$ cat src/rtl/board_renderer.sv
// Two-stage pixel pipeline that draws a 9x10 board with pieces, grid and a blinking cursor.
// Stage 1 tracks the cell position and issues the board read; stage 2 picks the colour.
module board_renderer (
    input  logic        pclk,
    input  logic        reset,
    input  logic        hsync_in,
    input  logic        vsync_in,
    input  logic        valid_in,
    input  logic [9:0]  h_cnt,
    input  logic [9:0]  v_cnt,
    input  logic [3:0]  cursor_col,
    input  logic [3:0]  cursor_row,
    input  logic        cursor_en,
    output logic [6:0]  brd_addr,
    input  logic [4:0]  brd_data,
    output logic        hsync,
    output logic        vsync,
    output logic [11:0] rgb
);

    localparam logic [9:0]  BOARD_X0  = 10'd104;
    localparam logic [9:0]  BOARD_X1  = 10'd535;
    localparam logic [5:0]  CELL_LAST = 6'd47;
    localparam logic [11:0] COL_BLACK = 12'h000;
    localparam logic [11:0] COL_CURS  = 12'h0F0;
    localparam logic [11:0] COL_RED   = 12'hF00;
    localparam logic [11:0] COL_DARK  = 12'h222;
    localparam logic [11:0] COL_WOOD  = 12'hDA6;

    logic        valid_r, hs1_r, vs1_r, row_ok_r, inb_r;
    logic [5:0]  cx_r, ry_r;
    logic [3:0]  col_r, row_r;
    logic [4:0]  frame_r;

    logic        in_board_s, line_start_s, row_ok_nxt_s;
    logic [5:0]  cx_nxt_s, ry_nxt_s;
    logic [3:0]  col_nxt_s, row_nxt_s;
    logic [6:0]  addr_nxt_s;
    logic        near_edge_s, cursor_hit_s, piece_hit_s, grid_hit_s;
    logic [11:0] rgb_nxt_s;
    logic        unused_type_s;

    // The piece type bits are carried by the memory but never change the colour.
    assign unused_type_s = ^brd_data[2:0];

    // Stage-1 next state: column/row counters, row validity and board address.
    always_comb begin
        in_board_s   = valid_in && (h_cnt >= BOARD_X0) && (h_cnt <= BOARD_X1);
        line_start_s = valid_in && !valid_r;
        cx_nxt_s     = cx_r;
        col_nxt_s    = col_r;
        ry_nxt_s     = ry_r;
        row_nxt_s    = row_r;
        row_ok_nxt_s = row_ok_r;
        addr_nxt_s   = brd_addr;

        if (in_board_s) begin
            if (h_cnt == BOARD_X0) begin
                cx_nxt_s  = 6'd0;
                col_nxt_s = 4'd0;
            end else if (cx_r == CELL_LAST) begin
                cx_nxt_s  = 6'd0;
                col_nxt_s = col_r + 4'd1;
            end else begin
                cx_nxt_s  = cx_r + 6'd1;
            end
        end else begin
            cx_nxt_s  = cx_r;
            col_nxt_s = col_r;
        end

        // Rows only become trustworthy once a top line (v_cnt=0) has been seen.
        if (line_start_s && (v_cnt == 10'd0)) begin
            ry_nxt_s     = 6'd0;
            row_nxt_s    = 4'd0;
            row_ok_nxt_s = 1'b1;
        end else if (line_start_s) begin
            if (ry_r == CELL_LAST) begin
                ry_nxt_s  = 6'd0;
                row_nxt_s = row_r + 4'd1;
            end else begin
                ry_nxt_s  = ry_r + 6'd1;
            end
        end else begin
            ry_nxt_s  = ry_r;
            row_nxt_s = row_r;
        end

        if (in_board_s) begin
            addr_nxt_s = {row_nxt_s, 3'b000} + {3'b000, row_nxt_s} + {3'b000, col_nxt_s};
        end else begin
            addr_nxt_s = brd_addr;
        end
    end

    // Stage-1 registers and the frame counter.
    always_ff @(posedge pclk or negedge reset) begin
        if (!reset) begin
            valid_r  <= 1'b0;
            hs1_r    <= 1'b1;
            vs1_r    <= 1'b1;
            cx_r     <= 6'd0;
            col_r    <= 4'd0;
            ry_r     <= 6'd0;
            row_r    <= 4'd0;
            row_ok_r <= 1'b0;
            inb_r    <= 1'b0;
            brd_addr <= 7'd0;
            frame_r  <= 5'd0;
        end else begin
            valid_r  <= valid_in;
            hs1_r    <= hsync_in;
            vs1_r    <= vsync_in;
            cx_r     <= cx_nxt_s;
            col_r    <= col_nxt_s;
            ry_r     <= ry_nxt_s;
            row_r    <= row_nxt_s;
            row_ok_r <= row_ok_nxt_s;
            inb_r    <= in_board_s && row_ok_nxt_s && (row_nxt_s <= 4'd9);
            brd_addr <= addr_nxt_s;
            if (vs1_r && !vsync_in) begin
                frame_r <= frame_r + 5'd1;
            end else begin
                frame_r <= frame_r;
            end
        end
    end

    // Stage-2 colour selection; brd_data belongs to the stage-1 pixel.
    always_comb begin
        near_edge_s  = (cx_r < 6'd2) || (cx_r > 6'd45) || (ry_r < 6'd2) || (ry_r > 6'd45);
        cursor_hit_s = cursor_en && frame_r[4] && (cursor_col <= 4'd8) && (cursor_row <= 4'd9)
                       && (col_r == cursor_col) && (row_r == cursor_row) && near_edge_s;
        piece_hit_s  = brd_data[4] && (cx_r >= 6'd4) && (cx_r <= 6'd44)
                       && (ry_r >= 6'd4) && (ry_r <= 6'd44);
        grid_hit_s   = (cx_r == 6'd24) || (ry_r == 6'd24);
        rgb_nxt_s    = COL_BLACK;

        if (!valid_r || !inb_r) begin
            rgb_nxt_s = COL_BLACK;
        end else if (cursor_hit_s) begin
            rgb_nxt_s = COL_CURS;
        end else if (piece_hit_s) begin
            rgb_nxt_s = brd_data[3] ? COL_RED : COL_DARK;
        end else if (grid_hit_s) begin
            rgb_nxt_s = COL_BLACK;
        end else begin
            rgb_nxt_s = COL_WOOD;
        end
    end

    // Stage-2 output registers keep syncs and colour on the same delay.
    always_ff @(posedge pclk or negedge reset) begin
        if (!reset) begin
            hsync <= 1'b1;
            vsync <= 1'b1;
            rgb   <= COL_BLACK;
        end else begin
            hsync <= hs1_r;
            vsync <= vs1_r;
            rgb   <= rgb_nxt_s;
        end
    end

endmodule

$ cat config.mk
export PLATFORM = sky130hd
export DESIGN_NAME = board_renderer
export DESIGN_NICKNAME = d
export VERILOG_FILES = /design/src/rtl/board_renderer.sv
export SDC_FILE = /design/constraint.sdc
export NUM_CORES = 1
export LEC_CHECK = 0
export CORE_ASPECT_RATIO = 1.4
export CORE_MARGIN = 1
export CORE_UTILIZATION = 55
export DETAILED_ROUTE_END_ITERATION = 12
export DONT_BUFFER_PORTS = 1
export GPL_ROUTABILITY_DRIVEN = 1
export GPL_TIMING_DRIVEN = 0
export PLACE_DENSITY = 0.73
export SYNTH_ARGS = -nofsm -noshare
export SYNTH_HDL_FRONTEND = slang
export SYNTH_SLANG_ARGS = --single-unit
export TNS_END_PERCENT = 20
$ cat constraint.sdc
create_clock -name pclk -period 3.8 [get_ports pclk]
set_input_delay 0.38 -clock pclk [delete_from_list [all_inputs] [get_ports pclk]]
set_output_delay 0.38 -clock pclk [all_outputs]
set_load 0.02 [all_outputs]
==> flow_metrics.env, run 1 <==
export IMPL_postRouteWirelength_mm=5.07
export IMPL_ctsResizeCount=0
export IMPL_pin_count=60
export IMPL_buffer_ports_inserted=0
export IMPL_ir_drop_v=0.000287
export IMPL_worst_hold_path_type="in2reg"
export IMPL_cp_arrival_ps=3610
export IMPL_synth_area_mux_share=0.0246
export IMPL_criticalPathCategory="reg2reg"
export IMPL_post_place_worst_slack_ps=392
export IMPL_p_int_uw=871
export IMPL_yosys_most_used_dff="dfrtp_1"
export IMPL_max_cap_viol_count=0
export IMPL_avgSynthCellArea_sq_um=10.2
export IMPL_hold_viol_final=0
export IMPL_synth_top_family_by_area="simple AND/OR/NAND/NOR gates"
export IMPL_cts_tree="done"
export IMPL_fin_total_pwr_uw=1310
export IMPL_clock_tree_root_cell="clkbuf_8"
export IMPL_fin_skew_ps=8.03
export IMPL_rsz0062_at_grt="false"
export IMPL_cts_reportedPaths_clkPinSlew_ps=80
export IMPL_crit_required_ps=3990
export IMPL_synth_adder_area_share=0.0939
export IMPL_fin_nets=333
export IMPL_gp_congestion=0.791
export IMPL_area_growth_syn_to_layout_pct=7.81
export IMPL_timing_critical_path_fanout_max=7
export IMPL_max_slew_margin_rel=0.588
export IMPL_grt_first_pass_wirelength_mm=8.73
export IMPL_worstSetupEndpointType="flop"
export IMPL_grt_pass1_vias=2005
export IMPL_clock_path_buffers=2
export IMPL_fin_crit_sh=0.899
export IMPL_h_tree_depth=2
export IMPL_final_worst_setup_slack_ps=383
export IMPL_power_leakage_uw=0.00137
export IMPL_worstMarginPinSlew_ps=610
export IMPL_crit_buf_inv=0
export IMPL_finalSetupTns_ps=0
export IMPL_final_max_slew_violation_count=0
export IMPL_syn_cell_area_sq_mm=0.00269
export IMPL_die_width_um=61.1
export IMPL_post_route_min_period_ps=3420
export IMPL_core_area_sq_mm=0.00461
export IMPL_post_route_cells_drive_above_1_share=0.156
export IMPL_grt_usage=0.225
export IMPL_firstDrtPassIters=4
export IMPL_synthSimpleGateAreaFrac=0.191
export IMPL_synth_edf_count=0
export IMPL_power_switching_share=0.334
export IMPL_worst_hold_slack_ps=70.9
export IMPL_final_setup_viol_count=0
export IMPL_grt_start_max_net_pins=47
export IMPL_clockPowerShare=0.234
export IMPL_multi_input_area_sq_mm=0.00141
export IMPL_initial_utilization=0.584
export IMPL_crit_chain="ha_1 > nand3_1 > nor2_1 > or2_1 > nand2b_1 > a32o_1 > ha_1 > ha_1 > fa_1 > a21o_1 > a21oi_1 > xnor2_1 > mux2_2"
export IMPL_antenna_found_initial=0
export IMPL_area_sequential_sq_mm=0.00116
export IMPL_postSynthRegisterBits=46
export IMPL_max_freq_ghz=0.293
export IMPL_share_comb_of_total_power=0.237
export IMPL_via_count=1973
export IMPL_critPathMaxStageDelay_ps=470
export IMPL_synthDistinctLibCells=58
export IMPL_ys_async_sr_fraction=1.00
export IMPL_switchingPower_uw=436
export IMPL_synth_compound_area_frac=0.150
export IMPL_die_area_sq_mm=0.00518
export IMPL_startpoint_class="flop"
export IMPL_route_detailed_wl_per_inst_um=15.0
export IMPL_worst_path_dominant_cell_family="adder cells"
export IMPL_clock_sink_count=46
export IMPL_gr_total_overflow=0
export IMPL_yosysSeqAreaShare=0.429
export IMPL_floorplan_rows=29
export IMPL_die_span_in_y_um=84.8
export IMPL_ys_warn_count=0
export IMPL_detailedRoute_firstIterationViolations=40
export IMPL_synth_cells=265
export IMPL_most_common_library_cell_in_the_layout_ignoring_fill_and_taps="dfrtp_1"
export IMPL_drc=0
export IMPL_yosys_area_share_xor_xnor=0.0613
export IMPL_drtAntennaViolNets=0
export IMPL_cts_inserted_buffers=5
export IMPL_power_density_mw_per_mm2=450
export IMPL_clock_latency_ps=300
export IMPL_cpMostUsedCell="ha_1"
export IMPL_pwr_share_seq=0.529
export IMPL_via_density_per_instance=5.84
export IMPL_timing_critical_path_slowest_stage_cell="dfrtp_1"
export IMPL_commonest_cells_after_routing_fill_and_taps_aside="dfrtp_1, nand2_1, nor2_1, o21ai_0, ha_1"
export IMPL_hpwlAfterDp_mm=3.95
export IMPL_layout_filler_cells=394
export IMPL_outcome="completed"
export IMPL_antennaDiodeCount=0
[cell usage after synthesis (7+ instances only)]
master	number	area share
dfrtp_1	42	0.39
nand2_1	24	0.033
nor2_1	19	0.026
o21ai_0	19	0.035
ha_1	17	0.079
a21oi_1	11	0.020
inv_1	11	0.015
xor2_1	9	0.029
o31ai_1	8	0.022
xnor2_1	8	0.026
nand3_1	7	0.013
[sequential cells by signal (all words and copies together), names as in the netlist]
| register | count |
|---|---|
| vs1_r | 1 |
| hs1_r | 1 |
| hsync | 1 |
| vsync | 1 |
| frame_r | 5 |
| inb_r | 1 |
| row_ok_r | 1 |
| row_r | 4 |
| cx_r | 6 |
| brd_addr | 7 |
| col_r | 4 |
| rgb | 7 |
| valid_r | 1 |
| ry_r | 6 |
[power by group through the flow]
stage	clock, uW	sequential (uW)	combinational, uW
after floorplan	0	669	250
after global placement	0	695	285
after detailed placement	0	700	297
after CTS	316	690	313
after global routing	332	703	357
final	306	692	309
[layout make-up]
class	instances	area share
buffer	13	0.0306
clock buffer	7	0.0297
clock inverter	1	0.00172
inverter	11	0.0142
multi-input combinational	196	0.486
sequential	46	0.398
tap	62	0.0267
timing repair buffer	2	0.0129
[worst paths after layout]
| kind | startpoint | endpoint | slack, ps | cells after the start |
|---|---|---|---|---|
| min in group asynchronous | reset | rgb[7]$_DFF_PN0_ | 590 | 2 |
| min | hsync_in | hs1_r$_DFF_PN1_ | 70 | 0 |
| max | cx_r[0]$_DFFE_PN0N_ | brd_addr[5]$_DFFE_PN0N_ | 380 | 13 |
| max in group asynchronous | reset | vs1_r$_DFF_PN1_ | 2940 | 2 |
| min reg2reg | hs1_r$_DFF_PN1_ | hsync$_DFF_PN1_ | 360 | 0 |
| max reg2reg | cx_r[0]$_DFFE_PN0N_ | brd_addr[5]$_DFFE_PN0N_ | 380 | 13 |
[through the flow]
stage / instances / utilization / area [sq um]
after floorplan: 266 / - / 2700
after global placement: 328 / 0.602 / 2770
after detailed placement: 328 / 0.602 / 2770
after CTS: 338 / 0.630 / 2900
after global routing: 338 / 0.630 / 2900
final: 338 / 0.630 / 2900
[layer usage]
| metal | wire length [um] | share of wire | GRT usage | up-vias |
|---|---|---|---|---|
| met5 | 0 | 0 | 0 | - |
| met1 | 1980 | 0.39 | 0.254 | 957 |
| met4 | 123 | 0.024 | 0.0909 | 0 |
| li1 | - | - | - | 952 |
| met2 | 2670 | 0.53 | 0.384 | 53 |
| met3 | 296 | 0.058 | 0.0632 | 11 |
[logic make-up (layout without fill, tap and decap cells)]
group / count (synthesis) / count (layout)
simple gates: 93 / 93
buf+inv: 24 / 34
xor+xnor: 18 / 18
compound gates: 58 / 58
fa+ha+maj: 19 / 19
other cells: 1 / 2
mux: 6 / 6
flops: 46 / 46
[repair_timing]
action                                 CTS  global route
hold buffers                             2             0
setup buffers                            0             0
endpoints found under the hold margin   46             0
Note: power is estimated with default switching activity, not from simulation.
==> inputs of run 2 (changes only) <==
==> constraint.sdc (replaced) <==
create_clock -name pclk -period 4 [get_ports pclk]
set_input_delay 0.4 -clock pclk [delete_from_list [all_inputs] [get_ports pclk]]
set_output_delay 0.4 -clock pclk [all_outputs]
set_load 0.02 [all_outputs]
==> results of run 2 <==
The final DEF is identical to that of run 1. Status: completed.
Main changes from that run: setup slack after placement 392 ps -> 592 ps; setup slack after layout 383 ps -> 583 ps; hold slack 70.9 ps -> 90.9 ps; register-to-register setup slack 380 ps -> 580 ps; total power 1310 uW -> 1240 uW; worst IR drop on VDD 0.000287 V -> 0.000273 V
==> inputs of run 3 (changes only) <==
--- a/config.mk
+++ b/config.mk
@@ -8,6 +8,7 @@
 export CORE_ASPECT_RATIO = 1.4
 export CORE_MARGIN = 1
 export CORE_UTILIZATION = 55
+export CTS_CLUSTER_SIZE = 16
 export DETAILED_ROUTE_END_ITERATION = 12
 export DONT_BUFFER_PORTS = 1
 export GPL_ROUTABILITY_DRIVEN = 1
==> results of run 3 <==
The final DEF is identical to that of run 1. Status: completed.
Main changes from that run: setup slack after placement 392 ps -> 592 ps; setup slack after layout 383 ps -> 583 ps; hold slack 70.9 ps -> 90.9 ps; register-to-register setup slack 380 ps -> 580 ps; total power 1310 uW -> 1240 uW; worst IR drop on VDD 0.000287 V -> 0.000273 V
